**src/rtl/seg7_pkg.sv**
```systemverilog
// seg7_pkg: shared codes and active-low segment patterns for the seven-segment scan driver.
//   Patterns are 7 bits, [0]=a .. [6]=g, 0 = segment lit.
package seg7_pkg;
  localparam logic [3:0] SEG7_CODE_DASH  = 4'hE;
  localparam logic [3:0] SEG7_CODE_BLANK = 4'hF;
  localparam logic [7:0] SEG7_OFF        = 8'hFF;
  localparam logic [6:0] SEG7_PAT_0      = 7'h40;
  localparam logic [6:0] SEG7_PAT_1      = 7'h79;
  localparam logic [6:0] SEG7_PAT_2      = 7'h24;
  localparam logic [6:0] SEG7_PAT_3      = 7'h30;
  localparam logic [6:0] SEG7_PAT_4      = 7'h19;
  localparam logic [6:0] SEG7_PAT_5      = 7'h12;
  localparam logic [6:0] SEG7_PAT_6      = 7'h02;
  localparam logic [6:0] SEG7_PAT_7      = 7'h78;
  localparam logic [6:0] SEG7_PAT_8      = 7'h00;
  localparam logic [6:0] SEG7_PAT_9      = 7'h10;
  localparam logic [6:0] SEG7_PAT_A      = 7'h08;
  localparam logic [6:0] SEG7_PAT_B      = 7'h03;
  localparam logic [6:0] SEG7_PAT_C      = 7'h46;
  localparam logic [6:0] SEG7_PAT_D      = 7'h21;
  localparam logic [6:0] SEG7_PAT_DASH   = 7'h3F;
  localparam logic [6:0] SEG7_PAT_BLANK  = 7'h7F;
  // Full active-low segment byte: decimal point in bit 7.
  function automatic logic [7:0] seg7_pack(input logic [6:0] pat, input logic dp);
    return {~dp, pat};
  endfunction
endpackage

```
**src/rtl/seg7_scan_driver_decode.sv**
```systemverilog
// seg7_decode: combinational nibble -> active-low 7-segment pattern.
//   code  in  4  digit code (0-9, A-d, E=dash, F=blank)
//   pat   out 7  [0]=a .. [6]=g, active-low
module seg7_decode
  import seg7_pkg::*;
(
  input  logic [3:0] code,
  output logic [6:0] pat
);
  always_comb
    case (code)
      4'h0:            pat = SEG7_PAT_0;
      4'h1:            pat = SEG7_PAT_1;
      4'h2:            pat = SEG7_PAT_2;
      4'h3:            pat = SEG7_PAT_3;
      4'h4:            pat = SEG7_PAT_4;
      4'h5:            pat = SEG7_PAT_5;
      4'h6:            pat = SEG7_PAT_6;
      4'h7:            pat = SEG7_PAT_7;
      4'h8:            pat = SEG7_PAT_8;
      4'h9:            pat = SEG7_PAT_9;
      4'hA:            pat = SEG7_PAT_A;
      4'hB:            pat = SEG7_PAT_B;
      4'hC:            pat = SEG7_PAT_C;
      4'hD:            pat = SEG7_PAT_D;
      SEG7_CODE_DASH:  pat = SEG7_PAT_DASH;
      default:         pat = SEG7_PAT_BLANK;
    endcase
endmodule

```
**src/rtl/seg7_scan_driver.sv**
```systemverilog
// seg7_scan_driver: multiplexed common-anode 8-digit seven-segment driver with per-frame snapshot.
//   clk_50mhz in  system clock      rst        in  sync active-high reset
//   digits_in in  4*NUM_DIGITS      dp_in      in  NUM_DIGITS, 1 = dp lit
//   blank_in  in  NUM_DIGITS        dim_level  in  3 (only with SEG7_DIM_EN)
//   seg_n     out 8 active-low      an_n       out NUM_DIGITS active-low
//   frame_done out one-cycle pulse when a new snapshot is taken
//   Define SEG7_DIM_EN to add PWM dimming of the lit window.
module seg7_scan_driver
  import seg7_pkg::*;
#(
  parameter int NUM_DIGITS  = 8,
  parameter int SCAN_DIV    = 50000,
  parameter int DEAD_CYCLES = 500
) (
  input  logic                    clk_50mhz,
  input  logic                    rst,
  input  logic [4*NUM_DIGITS-1:0] digits_in,
  input  logic [NUM_DIGITS-1:0]   dp_in,
  input  logic [NUM_DIGITS-1:0]   blank_in,
`ifdef SEG7_DIM_EN
  input  logic [2:0]              dim_level,
`endif
  output logic [7:0]              seg_n,
  output logic [NUM_DIGITS-1:0]   an_n,
  output logic                    frame_done
);
  localparam int CW = SCAN_DIV > 1 ? $clog2(SCAN_DIV) : 1;
  localparam int IW = NUM_DIGITS > 1 ? $clog2(NUM_DIGITS) : 1;
  localparam logic [CW-1:0] CNT_MAX = CW'(SCAN_DIV - 1);
  localparam logic [IW-1:0] IDX_MAX = IW'(NUM_DIGITS - 1);
  localparam logic [CW-1:0] DEAD    = CW'(DEAD_CYCLES);
  logic [CW-1:0]           cnt;
  logic [IW-1:0]           idx;
  logic [4*NUM_DIGITS-1:0] snap_digits;
  logic [NUM_DIGITS-1:0]   snap_dp;
  logic [NUM_DIGITS-1:0]   snap_blank;
  logic [3:0]              code;
  logic [6:0]              pat;
  logic                    wrap;
  logic                    boundary;
  logic                    dark;
  logic                    dim_ok;
  logic                    lit;
  assign wrap     = cnt == CNT_MAX;
  assign boundary = wrap && idx == IDX_MAX;
  assign code     = snap_digits[{idx, 2'b00} +: 4];
  // A blank code also keeps the anode off, so the reset snapshot shows a fully dark frame.
  assign dark     = snap_blank[idx] || code == SEG7_CODE_BLANK;
  assign lit      = cnt >= DEAD && !dark && dim_ok;
`ifdef SEG7_DIM_EN
  logic [2:0] pwm;
  logic [2:0] snap_dim;
  always_ff @(posedge clk_50mhz)
    if (rst) begin
      pwm      <= '0;
      snap_dim <= 3'd7;
    end else begin
      pwm <= pwm + 1'b1;
      if (boundary) snap_dim <= dim_level;
    end
  assign dim_ok = pwm <= snap_dim;
`else
  assign dim_ok = 1'b1;
`endif
  seg7_decode u_dec (
    .code (code),
    .pat  (pat)
  );
  always_ff @(posedge clk_50mhz)
    if (rst) begin
      cnt         <= '0;
      idx         <= '0;
      snap_digits <= '1;
      snap_dp     <= '0;
      snap_blank  <= '0;
      seg_n       <= SEG7_OFF;
      an_n        <= '1;
      frame_done  <= 1'b0;
    end else begin
      cnt <= wrap ? '0 : cnt + 1'b1;
      if (wrap) idx <= idx == IDX_MAX ? '0 : idx + 1'b1;
      if (boundary) {snap_digits, snap_dp, snap_blank} <= {digits_in, dp_in, blank_in};
      seg_n      <= dark ? SEG7_OFF : seg7_pack(pat, snap_dp[idx]);
      an_n       <= lit ? ~(NUM_DIGITS'(1) << idx) : '1;
      frame_done <= boundary;
    end
endmodule

```
**config.mk**
```make
export PLATFORM = sky130hd
export DESIGN_NAME = seg7_scan_driver
export DESIGN_NICKNAME = d
export VERILOG_FILES = /design/src/rtl/seg7_pkg.sv /design/src/rtl/seg7_scan_driver_decode.sv /design/src/rtl/seg7_scan_driver.sv
export SDC_FILE = /design/constraint.sdc
export NUM_CORES = 1
export LEC_CHECK = 0
export CORE_UTILIZATION = 40
export CTS_BUF_LIST = sky130_fd_sc_hd__clkbuf_4 sky130_fd_sc_hd__clkbuf_8 sky130_fd_sc_hd__clkbuf_16
export CTS_CLUSTER_DIAMETER = 80
export CTS_CLUSTER_SIZE = 10
export DETAILED_ROUTE_END_ITERATION = 12
export GPL_ROUTABILITY_DRIVEN = 0
export HOLD_SLACK_MARGIN = 0.12
export SLEW_MARGIN = 20
export SYNTH_ARGS = -nofsm -noshare
export SYNTH_HDL_FRONTEND = slang
export SYNTH_SLANG_ARGS = --single-unit
```
**constraint.sdc**
```tcl
create_clock -name clk_50mhz -period 6.7 [get_ports clk_50mhz]
set_input_delay 1.005 -clock clk_50mhz [delete_from_list [all_inputs] [get_ports clk_50mhz]]
set_output_delay 1.005 -clock clk_50mhz [all_outputs]
set_load 0.1 [all_outputs]
```
-- Word-level counts from Yosys, hierarchy flattened
Memories as Yosys holds them, arrays and structs flattened. A register that Yosys moved wholly into a read port is not among the register bits.
Cells that the tools add are included.
- register bits after elaboration: 84
- bits in read-only memories: 112
- input bits: 50
- output and inout port bits: 17
- word-level logic and storage cells: 33
- memories kept: 1
- add/subtract/negate cells: 2
- $lt $le $gt $ge: 2
- equality and inequality tests: 3
- shift operators: 2
- multiplexer cells: 5
- bitwise logic cells: 3
- reduce and logical (&&, ||, !) cells: 7
- memory list (name ; words ; width ; rd ports ; clocked after memory_dff ; wr ports ; line ; source):
    (no name shown) ; 16 ; 7 ; 1 ; 1 ; 0 ; seg7_scan_driver_decode.sv:11 ; case (code)
- operators by type and width (cell ; number):
    $shiftx 32x6->4 ; 1
    $add 16x1->16 const B ; 1
    $eq 16x16->1 const B ; 1
    $ge 16x9->1 const B ; 1
    $not 8->8 ; 1
    $shl 1x3->8 const A ; 1
    $bmux 1 s3 ; 2
    $reduce_or 2->1 ; 3
    $eq 4x4->1 const B ; 1
    $lt 3x4->1 const B ; 1
    $add 3x1->3 const B ; 1
    $eq 3x3->1 const B ; 1
    $mux 3 ; 1
    $logic_and 1x1->1 ; 2
    $mux 1 ; 2
    $not 1->1 ; 2
    $logic_not 1->1 ; 1
    $logic_or 1x1->1 ; 1

-- Logic depth before layout (Yosys ltp)
Gate-level depths: netlist (run 1).
- depth in word-level cells: 7
- depth in mapped cells: 9
- depth with buffers taken out: 7

-- Hierarchy
A second synthesis (run 1) with hierarchy kept.
- cell total of the unflattened synthesis: 398
- area, all modules: 4007.6 sq um
- modules (own cells, without submodules) (module ; instances ; cells each ; area each (sq um) ; sequential area each (sq um)):
    seg7_scan_driver ; 1 ; 368 ; 3752.3 ; 1681.6
    seg7_decode ; 1 ; 30 ; 255.2 ; 0.0

-- Worst setup path before layout (run 1)
OpenSTA, ideal clock, no wires.
- path type: flip-flop to flip-flop
- start point: reg idx[0]
- end point: reg seg_n[3]
- setup time: 0.148 ns
- data arrival time: 2.774 ns
- data required time: 6.552 ns
- slack: 3.778 ns
- stages on the path, launching flop included: 10
- path buffers: 3
- period minus slack after synthesis: 2.922 ns
- path through: dfxtp_1 -> clkbuf_1 -> buf_4 -> mux4_2 -> mux2i_1 -> inv_1 -> ha_1 -> a311oi_2 -> buf_2 -> o221ai_1
- cells in the longest elaborated chain, start to end: 4
- elaborated cells between the ends (all ways): 6
- classes of those cells: eq/ne: 1; shift: 1; mux: 2; reduce/logical: 2
- RTL lines (item ; line ; source):
    from (decl) ; seg7_scan_driver.sv:33 ; logic [IW-1:0] idx;
    from (signal assigned) ; seg7_scan_driver.sv:81 ; if (wrap) idx <= idx == IDX_MAX ? '0 : idx + 1'b1;
    $shiftx 32x6->4 or $bmux 1 s3 (tied branches) ; seg7_scan_driver.sv:46, seg7_scan_driver.sv:48 ;
    $eq 4x4->1 or $mux 1 (tied branches) ; seg7_scan_driver.sv:48 ; assign dark = snap_blank[idx] || code == SEG7_CODE_BLANK;
    $logic_or 1x1->1 ; seg7_scan_driver.sv:48 ;
    $reduce_or 2->1 (no source line) ; -- ;
    to (decl) ; seg7_scan_driver.sv:23 ; output logic [7:0] seg_n,
Several ways; a longest one is shown, not always the timed one. The select of a mux whose other input is x is not followed.
A chain may end at the register's enable or synchronous reset.

-- Worst setup path after layout (run 1)
Ends and elaborated chain as after synthesis.

==> summary.txt, run 1 <==
Seq/Total Area, Yosys - 47.7%
fin worst setup slack - 3.04 ns
Post-CTS Setup Inserts - 0
Post-CTS Resized - 0
floorplan core area - 8380 sq um
P_leak - 1.55 nW
final hold viol count - 0
synthesized area - 3520 sq um
Clock Path Buffers - 2
worst r2r src - idx[0]
EDFF count, synth - 0
area taken by multi-input logic gates - 1710 sq um
initial core utilization - 42.1%
first-pass GRT wire length - 11,900 um
Die H - 95.9 um
CTS root buf - clkbuf_8
grt total ovfl - 0
first drt pass iteration count - 4
Slew HR - 35.0%
period utilization - 54.6%
vias - 2,528
yosys warns - 0
drt drc - 0
crit-path max cell delay - 0.97 ns
# port buffers - 66
CP endpoint kind - flip-flop
pin count of the biggest net entering global routing - 34
Max Cap Violations - 0
worst hold path class - flip-flop to flip-flop
layout cell share with drive strength beyond 1 - 11.5%
Layout area overhead - 25.6%
Post-CTS Hold Buffers - 0
Yosys reg bits - 84
fmax - 0.273 GHz
ys flop type - dfxtp_1
Worst EP required - 6.87 ns
async set-reset flop share out of synthesis - 0%
hpwl dp - 5090 um
std cell rows - 33
diode count - 0
status - finished, final reports clean
Hold Startpoint - cnt[0]
clock skew - 0.00902 ns
cell count after synthesis - 310
Place WS - 3.00 ns
initial DRC count - 60
Register Area - 1680 sq um
Tightest Pin Transition - 0.973 ns
Die ar. - 9190 sq um
post-route ant nets - 0
pwr/cell area - 207 nW/um^2
io pins - 67
CTS buffer count - 9
Slowest-stage cell, CP - dfxtp_1
syn_area_per_cell - 11.4 sq um
GRT Total Usage - 17.1%
Critical Path Fanout Max - 16
Fillers - 760
clk slew on worst S/H paths - 0.09 ns
crit path launch - idx[0]
initial antenna violation count - 0
worst-skew pair later-pin latency - 0.35 ns
vias in the first global route - 2,384
crit path DAT - 3.83 ns
DR vias/cell - 5.29
chip width - 95.9 um
final wirelength - 7150 um
Final TNS setup - 0 ns
max-slew violation count - 0
library cells used by synthesis - 46
clock sinks - 84
H-tree lvl count - 3
Final #Nets - 432
WS Path Type - flip-flop to flip-flop
wire length per cell - 15.0 um
Period minus WS final - 3.66 ns
RSZ-0062 raised after global routing - false
final setup fails - 0
CTS tree - built
CP Launch Type - flip-flop
worst path cell trace - mux4_2 > mux2i_1 > inv_1 > ha_1 > a311oi_2 > o221ai_1
maximum vdd drop - 0.113 mV
Synth Net Count - 374
-- synth_stat cells, drive strengths merged, types with 2 or more instances --
cell	count	share of area, %
dfxtp	84	48
o22a	32	8.0
a22o	16	4.0
nor2	16	1.7
ha	14	5.0
nand2	13	1.4
buf	12	2.2
mux4	12	7.7
inv	11	1.2
clkbuf	7	0.75
nand3	7	0.99
a21oi	6	0.85
mux2i	6	1.7
o21ai	6	0.85
xor2	6	1.5
mux2	5	1.6
or3	5	0.89
or4	5	1.3
xnor2	5	1.2
nand4	4	0.71
nor2b	4	0.71
and4	3	0.75
nand3b	3	0.64
nand4b	3	0.75
nor3	3	0.57
nor3b	3	0.64
o221ai	3	0.75
a211oi	2	0.43
a311oi	2	0.67
o211ai	2	0.43
o31ai	2	0.43
-- worst max-delay path, delay by kind of cell (launching register included) --
family | cells | cell delay [ns]
buffers and inverters | 1 | 0.13
DFF | 1 | 0.97
adders and majority gates | 1 | 0.27
AOI/OAI and AO/OA | 2 | 1.04
muxes | 2 | 1.08
-- report_power, final --
part / switching, mW / leakage (nW) / internal (mW) / total (mW)
registers: 0.00178 / 0.679 / 0.500 / 0.502
clock network: 0.194 / 0.107 / 0.179 / 0.373
logic: 0.0140 / 0.767 / 0.0280 / 0.0420
total: 0.210 / 1.55 / 0.707 / 0.917
-- layout by cell type, fill, tap and decap left out, types with 5 or more instances in the layout --
cell type / count
mux4_2: 12
xnor2_1: 5
a21oi_1: 5
clkbuf_8: 9
o21ai_0: 6
mux2_2: 5
mux2i_1: 6
o22a_1: 32
inv_1: 10
nand2_1: 13
ha_1: 14
dfxtp_1: 84
xor2_1: 6
clkdlybuf4s50_1: 66
nand3_1: 7
nor2_1: 16
a22o_1: 16
-- final cells by class --
type / instances / area share [%]
Multi-Input combinational cell: 196 / 38.5
Sequential cell: 84 / 38.0
Tap cell: 105 / 2.97
Inverter: 11 / 0.933
Timing Repair Buffer: 66 / 14.9
Clock inverter: 7 / 1.84
Clock buffer: 9 / 2.80
-- metrics by stage --
| step | power, mW | hold slack [ns] | cells | util [%] | cell area [sq um] |
|---|---|---|---|---|---|
| floorplan | 0.523 | 0.438 | 310 | - | 3520 |
| global placement | 0.556 | 0.448 | 462 | 50.3 | 4210 |
| detailed placement | 0.556 | 0.463 | 462 | 50.3 | 4210 |
| CTS | 0.930 | 0.484 | 478 | 52.7 | 4420 |
| global route | 0.951 | 0.495 | 478 | 52.8 | 4430 |
| finish | 0.917 | 0.480 | 478 | 52.8 | 4430 |
-- per-layer routing --
| metal | part of all wire, % | GRT usage [%] | vias to the layer above | routed length (um) |
|---|---|---|---|---|
| met5 | 0 | 0 | - | 0 |
| met2 | 47 | 26.5 | 34 | 3350 |
| met3 | 3.2 | 4.82 | 8 | 230 |
| li1 | - | - | 1279 | - |
| met4 | 1.2 | 5.22 | 0 | 85 |
| met1 | 49 | 23.1 | 1207 | 3490 |
-- flip-flops by register name (all words and copies together) (netlist names) --
| name | count |
|---|---|
| an_n | 8 |
| cnt | 16 |
| frame_done | 1 |
| idx | 3 |
| seg_n | 8 |
| snap_blank | 8 |
| snap_digits | 32 |
| snap_dp | 8 |
-- final timing paths --
kind | endpoint | slack, ns | depth (start not counted)
setup / recovery | seg_n[3] | 3.04 | 6
hold / removal | cnt[0] | 0.48 | 1
setup reg to reg | seg_n[3] | 3.04 | 6
hold reg to reg | cnt[0] | 0.48 | 1
-- cell families after synthesis --
kind of cell	after synthesis	share of synthesized area (%)
AND/OR/NAND/NOR	74	12.5
adder cells (fa/ha/maj)	14	4.97
flip-flops	84	47.7
AO/OA/AOI/OAI	74	17.1
buffers and inverters	30	4.08
multiplexers	23	11.0
XOR/XNOR	11	2.73
No activity file was read; power rests on OpenSTA's default activity.
==> inputs of run 2 (changes only) <==
Settings changed: PLACE_DENSITY set to 0.67.
Clock period 6.7 ns to 2.99 ns, I/O delays scaled along.
==> run 2 against run 1 <==
Register-to-register slack worse by 2.6 ns; sequential power grew 130%; power up 130%; die area is the same; largest power group unchanged; clock power up 150%; fmax grew 46%; core utilization increased by 0.67 points; critical path type unchanged.
==> summary.txt, run 2 (synthesis results as in run 1) <==
io pins - 67 (unchanged)
first-pass GRT wire length - 11,500 um (was 11,900 um)
Final #Nets - 442 (was 432)
std cell rows - 33 (unchanged)
Post-CTS Hold Buffers - 0 (unchanged)
period utilization - 83.6% (was 54.6%)
status - finished, final reports clean (unchanged)
pin count of the biggest net entering global routing - 34 (unchanged)
Slew HR - 37.1% (was 35.0%)
chip width - 95.9 um (unchanged)
non-filler cells, final - 488 (was 478)
CP Launch Type - flip-flop (unchanged)
floorplan core area - 8380 sq um (unchanged)
met3 routed wirelength - 290 um (was 230 um)
# port buffers - 66 (unchanged)
H-tree lvl count - 3 (unchanged)
net switching power - 0.450 mW (was 0.210 mW)
Metal-1 WL - 3320 um (was 3490 um)
Cell Count Post-Placement - 472 (was 462)
most frequent cells in the layout - dfxtp_1 (84), clkdlybuf4s50_1 (49), o22a_1 (32) (was dfxtp_1 (84), clkdlybuf4s50_1 (66), o22a_1 (32))
Top reg by flops - snap_digits (unchanged)
reg2reg end - an_n[6] (was seg_n[3])
Critical Path Fanout Max - 17 (was 16)
r2r worst-path depth - 6 (unchanged)
Hold Path Sink - cnt[0] (unchanged)
Net Sw Frac - 21.1% (was 22.9%)
GRT Total Usage - 16.6% (was 17.1%)
wire length per cell - 14.6 um (was 15.0 um)
P_leak - 1.61 nW (was 1.55 nW)
final wirelength - 7130 um (was 7150 um)
hpwl dp - 5320 um (was 5090 um)
Internal - 1.69 mW (was 0.707 mW)
R2R Setup Slk - 0.49 ns (was 3.04 ns)
clk slew on worst S/H paths - 0.09 ns (about the same)
maximum vdd drop - 0.294 mV (was 0.113 mV)
diode count - 0 (unchanged)
Worst EP required - 3.22 ns (was 6.87 ns)
max reg flops - 32 (unchanged)
Gate power share - 4.5% (was 4.6%)
initial antenna violation count - 0 (unchanged)
drt drc - 0 (unchanged)
grt total ovfl - 0 (unchanged)
vias - 2,567 (was 2,528)
Post-CTS Setup Inserts - 0 (unchanged)
Hold Crit Depth - 1 (unchanged)
WS Path Type - flip-flop to flip-flop (unchanged)
crit path DAT - 2.73 ns (was 3.83 ns)
initial DRC count - 81 (was 60)
clock sinks - 84 (unchanged)
CTS root buf - clkbuf_8 (unchanged)
most common cell after layout, fill and taps aside - dfxtp_1 (unchanged)
fmax - 0.400 GHz (was 0.273 GHz)
final setup fails - 0 (unchanged)
worst r2r src - idx[0] (unchanged)
first drt pass iteration count - 4 (unchanged)
DR WL met2 - 3410 um (was 3350 um)
CTS buffer count - 9 (unchanged)
Clock Path Buffers - 2 (unchanged)
Post-CTS Resized - 0 (unchanged)
Layout area overhead - 27.2% (was 25.6%)
highest routed metal layer - met4 (unchanged)
clock skew - 0.0128 ns (was 0.00902 ns)
Hold Startpoint - cnt[0] (unchanged)
initial core utilization - 42.1% (unchanged)
Period minus WS final - 2.50 ns (was 3.66 ns)
CTS tree - built (unchanged)
max-slew violation count - 0 (unchanged)
Die ar. - 9190 sq um (unchanged)
Max Cap Violations - 0 (unchanged)
Final TNS setup - 0 ns (unchanged)
DR vias/cell - 5.26 (was 5.29)
Clk pwr share - 42.8% (was 40.7%)
Die H - 95.9 um (unchanged)
RSZ-0062 raised after global routing - false (unchanged)
worst-skew pair later-pin latency - 0.35 ns (about the same)
Regs by FF count - snap_digits: 32 flops, cnt: 16 flops (unchanged)
final hold viol count - 0 (unchanged)
vias in the first global route - 2,438 (was 2,384)
CP endpoint kind - flip-flop (unchanged)
post-route ant nets - 0 (unchanged)
pwr/cell area - 477 nW/um^2 (was 207 nW/um^2)
worst hold path class - flip-flop to flip-flop (unchanged)
layout cell share with drive strength beyond 1 - 17.8% (was 11.5%)
sequential share of power - 52.7% (was 54.7%)
Tightest Pin Transition - 0.937 ns (was 0.973 ns)
==> run 2: area by class of cell <==
| type | count | area [sq um] |
|---|---|---|
| Clock buffer | 10 | 138 |
| Sequential cell | 84 | 1680 |
| Tap cell | 105 | 131 |
| Timing Repair Buffer | 76 | 693 |
| Fill cell | 755 | 3900 |
| Inverter | 11 | 41.3 |
| Multi-Input combinational cell | 196 | 1700 |
| Clock inverter | 6 | 93.8 |
==> run 2: routing by layer <==
| layer | track usage (%) | up-vias |
|---|---|---|
| met5 | 0 | - |
| met4 | 5.35 | 0 |
| met1 | 20.2 | 1221 |
| met2 | 27.7 | 42 |
| met3 | 5.37 | 10 |
| li1 | - | 1294 |
==> run 2: power groups by stage <==
stage / Sequential (mW) / Combinational [mW] / Clock, mW
final: 1.13 / 0.0961 / 0.914
after global placement: 1.15 / 0.0961 / 0
after global routing: 1.13 / 0.103 / 0.986
after CTS: 1.13 / 0.0973 / 0.935
after detailed placement: 1.15 / 0.0971 / 0
after floorplan: 1.15 / 0.0221 / 0
==> run 2: critical path, cell delays in order (launching register included) <==
cell and delay, ns:
dfxtp_1 0.34, buf_4 0.23, mux4_2 0.53, mux2_2 0.41, a311oi_2 0.52, buf_4 0.24, nand4b_1 0.09
==> run 2: per-stage QoR <==
stage / utilization (%) / area [sq um] / setup WS [ns] / hold slack, ns / power, mW
2_1_floorplan: - / 3520 / 0.0680 / 0.438 / 1.17
3_3_place_gp: 50.7 / 4250 / 0.581 / 0.451 / 1.25
3_5_place_dp: 50.7 / 4250 / 0.473 / 0.464 / 1.25
4_1_cts: 53.4 / 4480 / 0.471 / 0.485 / 2.16
5_1_grt: 53.5 / 4480 / 0.257 / 0.505 / 2.22
6_report: 53.5 / 4480 / 0.491 / 0.483 / 2.14
==> run 2: how the worst max path moves through the flow <==
stage                     slack (ns)  startpoint       end  cells past startpoint
after floorplan                 0.07      idx[0]  seg_n[3]                      9
after global routing            0.26      idx[0]   an_n[5]                      8
after global placement          0.58      idx[0]   an_n[5]                      8
after CTS                       0.47      idx[0]   an_n[4]                      8
after detailed placement        0.47      idx[0]   an_n[4]                      8
final                           0.49      idx[0]   an_n[6]                      6
